[src/rtl/controlador_motor_pasos.sv]
// Half-step sequencer for the 28BYJ-48 stepper: runs move commands (count, direction, period).
// Optional macro MOTOR_APAGADO_EN de-energizes the coils after APAGADO_CICLOS idle cycles.
module controlador_motor_pasos #(
  parameter int unsigned ANCHO_PERIODO  = 26,
  parameter int unsigned ANCHO_PASOS    = 16,
  parameter int unsigned PERIODO_MIN    = 62500
`ifdef MOTOR_APAGADO_EN
  , parameter int unsigned APAGADO_CICLOS = 50000000
`endif
) (
  input  logic                     relojNexys2,
  input  logic                     reset,
  input  logic                     inicio,
  input  logic                     direccion,
  input  logic [ANCHO_PASOS-1:0]   numPasos,
  input  logic [ANCHO_PERIODO-1:0] periodoPaso,
  input  logic                     paro,
  output logic                     ocupado,
  output logic                     hecho,
  output logic                     pulsoPaso,
  output logic [ANCHO_PASOS-1:0]   pasosRestantes,
  output logic [3:0]               bobinas
);

  typedef enum logic {IDLE = 1'b0, RUN = 1'b1} estado_t;

  estado_t                  estado_q;
  logic [2:0]               indice_q;
  logic [ANCHO_PERIODO-1:0] cuenta_q;
  logic [ANCHO_PERIODO-1:0] periodo_q;
  logic                     dir_q;
  logic [ANCHO_PASOS-1:0]   pasos_q;
  logic                     ocupado_q;
  logic                     hecho_q;
  logic                     pulso_q;
  logic [3:0]               bobinas_q;

  logic [2:0]               indice_sig_c;
  logic [ANCHO_PERIODO-1:0] periodo_sel_c;
  logic                     acepta_c;
  logic                     tick_c;

`ifdef MOTOR_APAGADO_EN
  localparam int unsigned ANCHO_INACTIVO = $clog2(APAGADO_CICLOS + 1);
  logic [ANCHO_INACTIVO-1:0] inactivo_q;
`endif

  // Half-step coil pattern {A,B,C,D} for each of the eight phases.
  function automatic logic [3:0] tabla(input logic [2:0] idx);
    case (idx)
      3'd0:    tabla = 4'b1000;
      3'd1:    tabla = 4'b1100;
      3'd2:    tabla = 4'b0100;
      3'd3:    tabla = 4'b0110;
      3'd4:    tabla = 4'b0010;
      3'd5:    tabla = 4'b0011;
      3'd6:    tabla = 4'b0001;
      default: tabla = 4'b1001;
    endcase
  endfunction

  always_comb begin
    acepta_c      = inicio && !paro && (numPasos != '0);
    periodo_sel_c = (periodoPaso < ANCHO_PERIODO'(PERIODO_MIN))
                    ? ANCHO_PERIODO'(PERIODO_MIN) : periodoPaso;
    tick_c        = (cuenta_q == periodo_q - ANCHO_PERIODO'(1));
    indice_sig_c  = dir_q ? indice_q + 3'd1 : indice_q - 3'd1;
  end

  // Sequencer FSM; paro takes priority over a coincident step tick.
  always_ff @(posedge relojNexys2 or negedge reset) begin
    if (!reset) begin
      estado_q  <= IDLE;
      indice_q  <= '0;
      cuenta_q  <= '0;
      periodo_q <= '0;
      dir_q     <= 1'b0;
      pasos_q   <= '0;
      ocupado_q <= 1'b0;
      hecho_q   <= 1'b0;
      pulso_q   <= 1'b0;
      bobinas_q <= 4'b0000;
`ifdef MOTOR_APAGADO_EN
      inactivo_q <= '0;
`endif
    end else begin
      hecho_q <= 1'b0;
      pulso_q <= 1'b0;
      case (estado_q)
        IDLE: begin
          if (acepta_c) begin
            estado_q  <= RUN;
            ocupado_q <= 1'b1;
            dir_q     <= direccion;
            pasos_q   <= numPasos;
            periodo_q <= periodo_sel_c;
            cuenta_q  <= '0;
            bobinas_q <= tabla(indice_q);
`ifdef MOTOR_APAGADO_EN
            inactivo_q <= '0;
          end else if (inactivo_q < ANCHO_INACTIVO'(APAGADO_CICLOS)) begin
            inactivo_q <= inactivo_q + ANCHO_INACTIVO'(1);
          end else begin
            bobinas_q <= 4'b0000;
`endif
          end
        end
        RUN: begin
`ifdef MOTOR_APAGADO_EN
          inactivo_q <= '0;
`endif
          if (paro) begin
            estado_q  <= IDLE;
            ocupado_q <= 1'b0;
            cuenta_q  <= '0;
            pasos_q   <= '0;
          end else if (tick_c) begin
            cuenta_q  <= '0;
            indice_q  <= indice_sig_c;
            bobinas_q <= tabla(indice_sig_c);
            pulso_q   <= 1'b1;
            pasos_q   <= pasos_q - ANCHO_PASOS'(1);
            if (pasos_q == ANCHO_PASOS'(1)) begin
              estado_q  <= IDLE;
              ocupado_q <= 1'b0;
              hecho_q   <= 1'b1;
            end
          end else begin
            cuenta_q <= cuenta_q + ANCHO_PERIODO'(1);
          end
        end
        default: estado_q <= IDLE;
      endcase
    end
  end

  assign ocupado        = ocupado_q;
  assign hecho          = hecho_q;
  assign pulsoPaso      = pulso_q;
  assign pasosRestantes = pasos_q;
  assign bobinas        = bobinas_q;

endmodule

[config.mk]
export PLATFORM = sky130hd
export DESIGN_NAME = controlador_motor_pasos
export DESIGN_NICKNAME = d
export VERILOG_FILES = /design/src/rtl/controlador_motor_pasos.sv
export SDC_FILE = /design/constraint.sdc
export NUM_CORES = 1
export LEC_CHECK = 0
export ABC_AREA = 1
export CORE_ASPECT_RATIO = 1.25
export CORE_MARGIN = 2
export CORE_UTILIZATION = 50
export CTS_BUF_LIST = sky130_fd_sc_hd__clkbuf_4 sky130_fd_sc_hd__clkbuf_8
export CTS_CLUSTER_SIZE = 20
export DETAILED_ROUTE_END_ITERATION = 10
export GPL_TIMING_DRIVEN = 0
export PLACE_DENSITY = 0.75
export SLEW_MARGIN = 20
export SYNTH_ARGS = -nofsm -noshare
export SYNTH_HDL_FRONTEND = slang
export SYNTH_SLANG_ARGS = --single-unit
export TNS_END_PERCENT = 1
[constraint.sdc]
create_clock -name relojNexys2 -period 3.05 [get_ports relojNexys2]
set_input_delay 0.61 -clock relojNexys2 [delete_from_list [all_inputs] [get_ports relojNexys2]]
set_output_delay 0.61 -clock relojNexys2 [all_outputs]
set_load 0.01 [all_outputs]
; Yosys cells after proc, flatten, opt, wreduce, memory -nomap -nowiden
; Cells that the tools add are included.
[totals]
out_inout_bits = 23
wordCells = 81
inputBits = 47
ff_bits = 80
[op_classes]
add_sub_neg = 5
n_bitwise = 2
reduce_logical = 11
magnitude_cmp = 1
eq_ne = 19
n_mux = 33
[ops]
columns = cell, count
row1 = 2-to-1 mux 26 bit, 4
row2 = one-hot mux 4 bit (7 select lines), 2
row3 = one-hot mux 26 bit (2 select lines), 1
row4 = 2-to-1 mux 16 bit, 3
row5 = one-hot mux 16 bit (2 select lines), 1
row6 = adder 26 x 1 -> 26 bit (second input constant), 1
row7 = == test 26 bit, 1
row8 = less-than comparator 26 x 16 -> 1 bit (second input constant), 1
row9 = subtractor 26 x 1 -> 26 bit (second input constant), 1
row10 = == test 3 bit (second input constant), 6
row11 = == test 16 x 1 -> 1 bit (second input constant), 1
row12 = nonzero test 16 bit, 1
row13 = subtractor 16 x 1 -> 16 bit (second input constant), 1
row14 = 2-to-1 mux 1 bit, 15
row15 = == test 3 x 2 -> 1 bit (second input constant), 4
row16 = 2-to-1 mux 4 bit, 3
row17 = AND reduction 3 bit, 3
row18 = one-hot mux 4 bit (2 select lines), 1
row19 = == test 3 x 1 -> 1 bit (second input constant), 2
row20 = logical NOT 3 bit, 2
row21 = != test 3 x 2 -> 1 bit (second input constant), 2
row22 = != test 2 bit (second input constant), 2
row23 = one-hot mux 1 bit (2 select lines), 2
row24 = AND reduction 2 bit, 2
row25 = other kinds (7), 9

; Longest topological paths before layout
[logic_depth]
ltp_word = 7
ltp_mapped = 18
depth_no_buf = 16

; Worst setup path after synthesis
; OpenSTA, ideal clock, no wires.
[synth_timing]
path_kind = register to register
startpoint = register periodo_q[0]
endpoint = register pasos_q[11] (netlist: pasosRestantes[11])
stages_incl_launch_ff = 18
arrival_time_ns = 2.084
required_ns = 2.928
n_path_buf = 2
setup_time_ns = 0.122
setup_slack_ns = 0.844
synth_period_minus_slack_ns = 2.206
path_cell_list = dfrtp_1 inv_1 ha_1 nand2_2 nor2_4 buf_6 nand3_1 nand2_1 nand2_1 nor2_1 nand2_1 nor2_2 nand3_2 nand2_4 nand2_4 buf_6 nand2_2 o21ai_2
[synth_between]
elab_chain_len = 4
[synth_rtl]
columns = element, line
row1 = from (decl), 30  ; logic [ANCHO_PERIODO-1:0] periodo_q;
row2 = from (signal assigned), 96  ; periodo_q <= periodo_sel_c;
row3 = subtractor 26 x 1 -> 26 bit, 66  ; tick_c = (cuenta_q == periodo_q - ANCHO_PERIODO'(1));
row4 = == test 26 bit, 66
row5 = != test 3 x 2 -> 1 bit (no source line), n/a
row6 = AND reduction 2 bit (no source line), n/a
row7 = to (signal assigned), 95  ; pasos_q <= numPasos;
row8 = to (signal assigned), 122  ; pasos_q <= pasos_q - ANCHO_PASOS'(1);
row9 = to (decl), 32  ; logic [ANCHO_PASOS-1:0] pasos_q;
; Every way passes these cells.
; A chain may end at the register's enable or synchronous reset.

; Worst setup path in the final report
[layout_timing]
startpoint = register periodo_q[0]
endpoint = register pasos_q[14] (netlist: pasosRestantes[14])
; Same word-level chain as after synthesis.

==> results.md <==
- Status: finished clean
- Grt met2 use: 45.2%
- Internal cell power: 2600 uW
- CTS Hold Bufs: 0
- Design Power: 4650 uW
- Clock buffers created by TritonCTS: 9
- Final min period: 2.69 ns
- Growth of design area from synthesis to finish: 19.2%
- Avg Inst Size Synth: 6.85 sq um
- H-tree Lvls: 3
- Simple-Gate Fraction of Synth Area: 37.5%
- Hold Crit Class: in2async
- Max-slew headroom: 45.8%
- Cells after synthesis: 826
- Final setup violation count: 0
- Post-synthesis sequential area ratio: 35.4%
- Sequential power share: 35.5%
- Wirelength per Cell: 14.7 um
- Routed Antenna Nets: 0
- CORE AREA: 11,100 sq um
- Fmax: 371 MHz
- CTS Sinks: 80
- Die area: 12,200 sq um
- CP Launch Type: register
- Largest family of logic cells by synthesized area: simple AND/OR/NAND/NOR gates
- Post-synthesis mux area share: 0.177%
- Tcrit/Tclk final: 88.3%
- Final Skew: 0.0102 ns
- Max stage delay on crit path: 0.42 ns
- Clk network pwr share: 17.9%
- Synth top area cells: dfrtp_1 35%, nand2_1 17%, nor2_1 6.0%, nand3_1 5.8%, inv_1 5.5%
- Xor/xnor share of the synthesized area: 6.50%
- Worst-path clk slew: 0.09 ns
- Sw Ratio: 44.1%
- First-pass DRT Iterations: 5
- Synth Area in Compound Gates: 10.7%
- Via density: 5.35
- Flops & latches, synth: 80
- PostCTS Resize Cnt: 0
- Largest net degree at the start of global routing: 42
- Postcts setup bufs: 0
- Gpl congestion: 0.936
- Initial Util: 51.1%
- Initial antenna violation count: 0
- CP max-delay cell: dfrtp_1
- DRC Markers: 0
- Clk_lat worst skew: 0.36 ns
- Cell Rows: 43
- Root Driver: clkbuf_8
- CTS tree: done
- Total gr overflow: 0
- Count of max-cap constraint violations: 0
- Fillers: 1,071
- Adder-Cell Fraction of Synth Area: 2.21%
- Synthesized Nets: 883
- CP dominant cell by count: nand2_1
- Synth warn: 0
- Worst Path Max Fanout: 10
- Die width: 99.2 um
- Top cell type's share of synthesized area: 35.4%
- Setup CP Type: reg2reg
- CP Capture Type: register
- Port buffer count: 69
- Combinational share of power: 46.6%
- Pwr/cell area: 689 nW/um^2
- Unrepaired setup endpoints after global routing: no
- Met3 Use GR: 4.24%
- Drt initial violations: 361
- Peak VDD IR: 384 uV
- Dpl hpwl: 12,000 um
- Final wirelength: 15,400 um
- Leakage: 0.00320 uW
- Required time worst endpoint: 3.30 ns
- Ant. Diodes: 0
- Post-synth cell types: 47
- Final net count: 964
- Total net switching power: 2050 uW
- Final setup margin: 0.356 ns
- Detailed-route via count: 5,602
- Final Hold Viols: 0
- First-pass GRT wire length: 25,200 um
- Top Ports: 70
- Data arrival, critical path: 2.95 ns
- Layout cells sized above 1: 5.92%
- Height of the die: 123 um
- CTS max path bufs: 2
- Cell Area, Synth: 5660 sq um
- Routing usage on met1: 32.1%
- Pins Over Slew Limit: 0
- Number of global-route vias before repair: 5,347
- Overall routing resource usage: 25.9%
- CP Cell Sequence: inv_1, ha_1, nand2_2, nor2_4, buf_6, nand2_1, nand2_1, nand2_1, nor2_1, nand3_1, nor2_2, nand3_2, nand2_4, nand2_4, buf_6, nand2_1, nand2_1
- Pre-CTS setup slack: -0.0102 ns
- Synth area leader: dfrtp_1
- Slew at the pin closest to its max-slew limit: 0.808 ns
- GRT busiest layer: met2
[through the flow]
| step | instances | hold WS [ns] | instance area [sq um] | TNS (ns) | util, % |
|---|---|---|---|---|---|
| 2_1_floorplan | 826 | 0.314 | 5660 | 0 | - |
| 5_1_grt | 1047 | 0.247 | 6750 | 0 | 60.9 |
| 4_1_cts | 1047 | 0.232 | 6750 | 0 | 60.9 |
| 3_5_place_dp | 1031 | 0.487 | 6540 | -0.0114 | 59.0 |
| 3_3_place_gp | 1030 | 0.485 | 6520 | -128.64 | 58.8 |
| 6_report | 1047 | 0.214 | 6750 | 0 | 60.9 |
[final timing paths]
kind	startpoint	to	slack (ns)	depth (start not counted)
min in group relojNexys2	periodo_q[25]	periodo_q[25]	0.51	2
max in group asynchronous	reset	cuenta_q[5]	2.23	2
worst max-delay path	periodo_q[0]	pasosRestantes[14]	0.36	17
worst min register to register	periodo_q[25]	periodo_q[25]	0.51	2
worst min-delay path	reset	dir_q	0.21	1
worst max register to register	periodo_q[0]	pasosRestantes[14]	0.36	17
[registers in the layout, indices dropped and copies added (netlist names)]
signal and flops:
dir_q 1, bobinas 4, pulsoPaso 1, ocupado 1, pasosRestantes 16, indice_q 3
periodo_q 26, hecho 1, cuenta_q 26, estado_q 1
[area by class of cell]
| type | instances | area (sq um) | area share, % |
|---|---|---|---|
| multi-input combinational | 641 | 3240 | 48.0 |
| sequential | 80 | 2000 | 29.7 |
| timing repair buffer | 70 | 708 | 10.5 |
| inverter | 85 | 319 | 4.73 |
| tap | 135 | 169 | 2.50 |
| clock buffer | 10 | 138 | 2.04 |
| buffer | 20 | 104 | 1.54 |
| clock inverter | 6 | 68.8 | 1.02 |
[logic make-up (layout without fill, tap and decap cells)]
| family | count (synthesis) | count (layout) |
|---|---|---|
| fa+ha+maj | 10 | 10 |
| compound gates | 101 | 101 |
| simple gates | 487 | 487 |
| xor+xnor | 42 | 42 |
| flops | 80 | 80 |
| mux | 1 | 1 |
| buf+inv | 105 | 191 |
[synthesized netlist by cell type, drive strengths merged]
cell type  count
nand2        261
nor2         100
inv           84
dfrtp         80
nand3         67
o21ai         48
xor2          30
a21oi         28
nand4         20
clkbuf        14
nor3          14
xnor2         12
ha            10
nor4           8
or2            7
buf            6
nand3b         6
a32o           4
o31ai          4
o21bai         3
a2bb2oi        2
a32oi          2
and2           2
o2111ai        2
a211oi         1
a21o           1
a22oi          1
a31oi          1
and3           1
clkinv         1
mux2i          1
nor3b          1
o211ai         1
o22ai          1
o311ai         1
o41ai          1
[per-layer routing]
| layer | wire length (um) | vias up |
|---|---|---|
| li1 | - | 2859 |
| met3 | 679 | 32 |
| met2 | 7630 | 133 |
| met4 | 411 | 0 |
| met1 | 6710 | 2578 |
| met5 | 0 | - |
[cell usage in the layout, fill, tap and decap left out, types with 10 or more instances in the layout]
master	netlist	layout
a21oi_1	28	28
nand4_1	19	19
nand2_1	257	257
xor2_1	30	30
o21ai_0	41	41
nor2_1	91	91
inv_1	83	83
clkbuf_8	0	10
clkdlybuf4s50_1	0	68
ha_1	10	10
xnor2_1	12	12
nor3_1	14	14
clkbuf_1	14	14
dfrtp_1	80	80
nand3_1	66	66
[power by group through the flow]
stage / clock network (uW) / logic, uW / registers [uW]
finish: 830 / 2170 / 1650
global route: 881 / 2440 / 1690
CTS: 837 / 2170 / 1640
detailed placement: 0 / 2160 / 1660
global placement: 0 / 2120 / 1660
floorplan: 0 / 1430 / 1630
[worst max-delay path: cells and delay by family (launching register included)]
| kind | cells | cell delay (ns) |
|---|---|---|
| flops | 1 | 0.42 |
| simple gates | 13 | 1.47 |
| buf+inv | 3 | 0.46 |
| fa+ha+maj | 1 | 0.24 |
No activity file was read; power rests on OpenSTA's default activity.
==> RTL edit (same settings) <==
Put one more register stage on the output `pasosRestantes`, cleared by the reset. The value now appears one clock later. The other outputs are not delayed to match.
--- a/src/rtl/controlador_motor_pasos.sv
+++ b/src/rtl/controlador_motor_pasos.sv
@@ -139,3 +139,9 @@
   assign pulsoPaso      = pulso_q;
-  assign pasosRestantes = pasos_q;
+  always_ff @(posedge relojNexys2 or negedge reset) begin
+    if (!reset) begin
+      pasosRestantes <= '0;
+    end else begin
+      pasosRestantes <= pasos_q;
+    end
+  end
   assign bobinas        = bobinas_q;
Formal check against the unedited RTL: not equivalent (Yosys sat finds a counterexample within 4 cycles, from zero or initial values and one cycle with reset low).
==> RTL edit against the original RTL <==
Core utilization shrank 0.34 points. Sequential cell count up 16. Routed wire length shrank 2.8%. Area after synthesis is 3.8% higher. Worst setup slack better by 0.080 ns. Final area is 3.7% higher. Total power increased by 5.7%. Count of clock-buffer cells in the layout is the same. Sequential power up 19%. First-iteration DRC count fell by 12%. Cell count down 1.3%. Largest cell class unchanged.
==> RTL edit: results (changes against the original RTL) <==
metric,value,unit,change
Met3 Wirelength,602,um,-11%
vias in the first global route,5347,,unchanged
Leak,0.00336,uW,+5.0%
synth warn,0,,unchanged
pre-CTS setup slack,0.188,ns,+0.198 ns
detailed-route vias per instance,5.26,,-1.7%
Layout Cells excl Fill,1033,,-1.3%
crit path DAT,2.89,ns,-0.06 ns
Max clock buf depth,2,,unchanged
Post-synth EDFFs,0,,unchanged
Worst VDD drop,0.000446,V,+16%
DP Wirelength,11300,um,-6.3%
pin count of the biggest net entering global routing,77,,+83%
first-pass GRT wire length,25000,um,-0.74%
# rows,44,,+2.3%
Seq group,1970,uW,+19%
Pint,2920,uW,+13%
total global-route track usage,0.248,,-0.0109
DRT Pass-1 Iters,5,,unchanged
share of cells above drive strength 1,0.0570,,-0.00223
wire length on met2,7710,um,+1.2%
Wirelength per Cell,14.5,um,-1.5%
clock slew seen by the registers of the worst setup and hold paths,0.10,ns,
setup bufs post-CTS,0,,unchanged
crit-path max cell delay,0.41,ns,
placed cell areas,6770,um^2,+3.4%
Diodes inserted,0,,unchanged
Initial DRC Count,316,,-12%
CTS HTree Levels,3,,unchanged
Nets,947,,-1.8%
Power Clock,983,uW,+18%
"top cells by area, synth","dfrtp_1, nand2_1, nor2_1",,
Synth cell types,41,,-13%
Hold Crit Class,in -> async,,
cell at the root of the clock tree,clkbuf_8,,
async set or reset register ratio after synthesis,1.00,,unchanged
mean post-synth cell area,7.26,um^2,+5.9%
most instantiated cells after synthesis,"nand2_1, nor2_1, dfrtp_1, inv_1, nand3_1",,
sequential share of the synthesized area,0.409,,+0.0554
"Top FF cell, synth",dfrtp_1,,
met1 wire length,6310,um,-5.9%
antenna violations before repair,0,,unchanged
Worst-Skew Late Latency,0.38,ns,+0.02 ns
PortBufs,69,,unchanged
slowest CP cell,dfrtp_1,,
outcome,"finished, final reports clean",,
Tot Pwr,4910,uW,+5.7%
Syn Nets,866,,-1.9%
GPL Wtd Cong,0.886,,-5.3%
final clock skew,0.00941,ns,-0.000817 ns
Least-Margin Pin Slew,0.773,ns,-0.0349 ns
top sig layer,met4,,
TritonCTS buffer count,9,,unchanged
[RTL edit: cell types whose count changed after synthesis, sizes merged, moves of 4 or more]
cell,delta
dfrtp,+16
nand3,-8
nor3,-7
nor4,-4
nor2,+10
a32o,-4
inv,+4
nand2,-24
o22ai,+6
xor2,+4
[RTL edit: cells by family after synthesis]
logic type               Yosys count  share of synthesized area
AND/OR/NAND/NOR                  447                      0.324
buffers and inverters            112                     0.0765
AO/OA/AOI/OAI                     96                     0.0954
XOR/XNOR                          47                     0.0724
adder cells (fa/ha/maj)           10                     0.0213
flip-flops                        96                      0.409
multiplexers                       1                    0.00170
[RTL edit: worst max-delay path: cells and delay by family (launching register included)]
| family | cells | cell delay, ns |
|---|---|---|
| and+or+nand+nor | 11 | 1.24 |
| buffers and inverters | 3 | 0.49 |
| DFF | 1 | 0.41 |
| adders and majority gates | 1 | 0.24 |
| AOI/OAI and AO/OA | 2 | 0.13 |
[RTL edit: final timing paths]
path / start / to / slack (ns) / depth (start not counted)
max: periodo_q[0] / pasos_q[13] / 0.44 / 17
min: reset / periodo_q[16] / 0.06 / 1
max reg2reg: periodo_q[0] / pasos_q[13] / 0.44 / 17
min reg2reg: pasos_q[1] / pasosRestantes[1] / 0.45 / 0
max in group asynchronous: reset / cuenta_q[4] / 2.36 / 2
min in group relojNexys2: pasos_q[1] / pasosRestantes[1] / 0.45 / 0
[RTL edit: area by class of cell]
class	instances	area, um^2
plain buffers	23	115
clock buffers	10	138
clock inverters	6	97.6
fillers	1064	4560
inverters	89	334
multi-input cells	601	3020
flip-flops and latches	96	2400
well taps	138	173
repair buffers	70	719
[RTL edit: per-layer routing]
metal	global-route usage	vias up
met3	0.0442	21
met1	0.297	2523
met4	0.0874	0
li1	-	2758
met5	0	-
met2	0.442	133
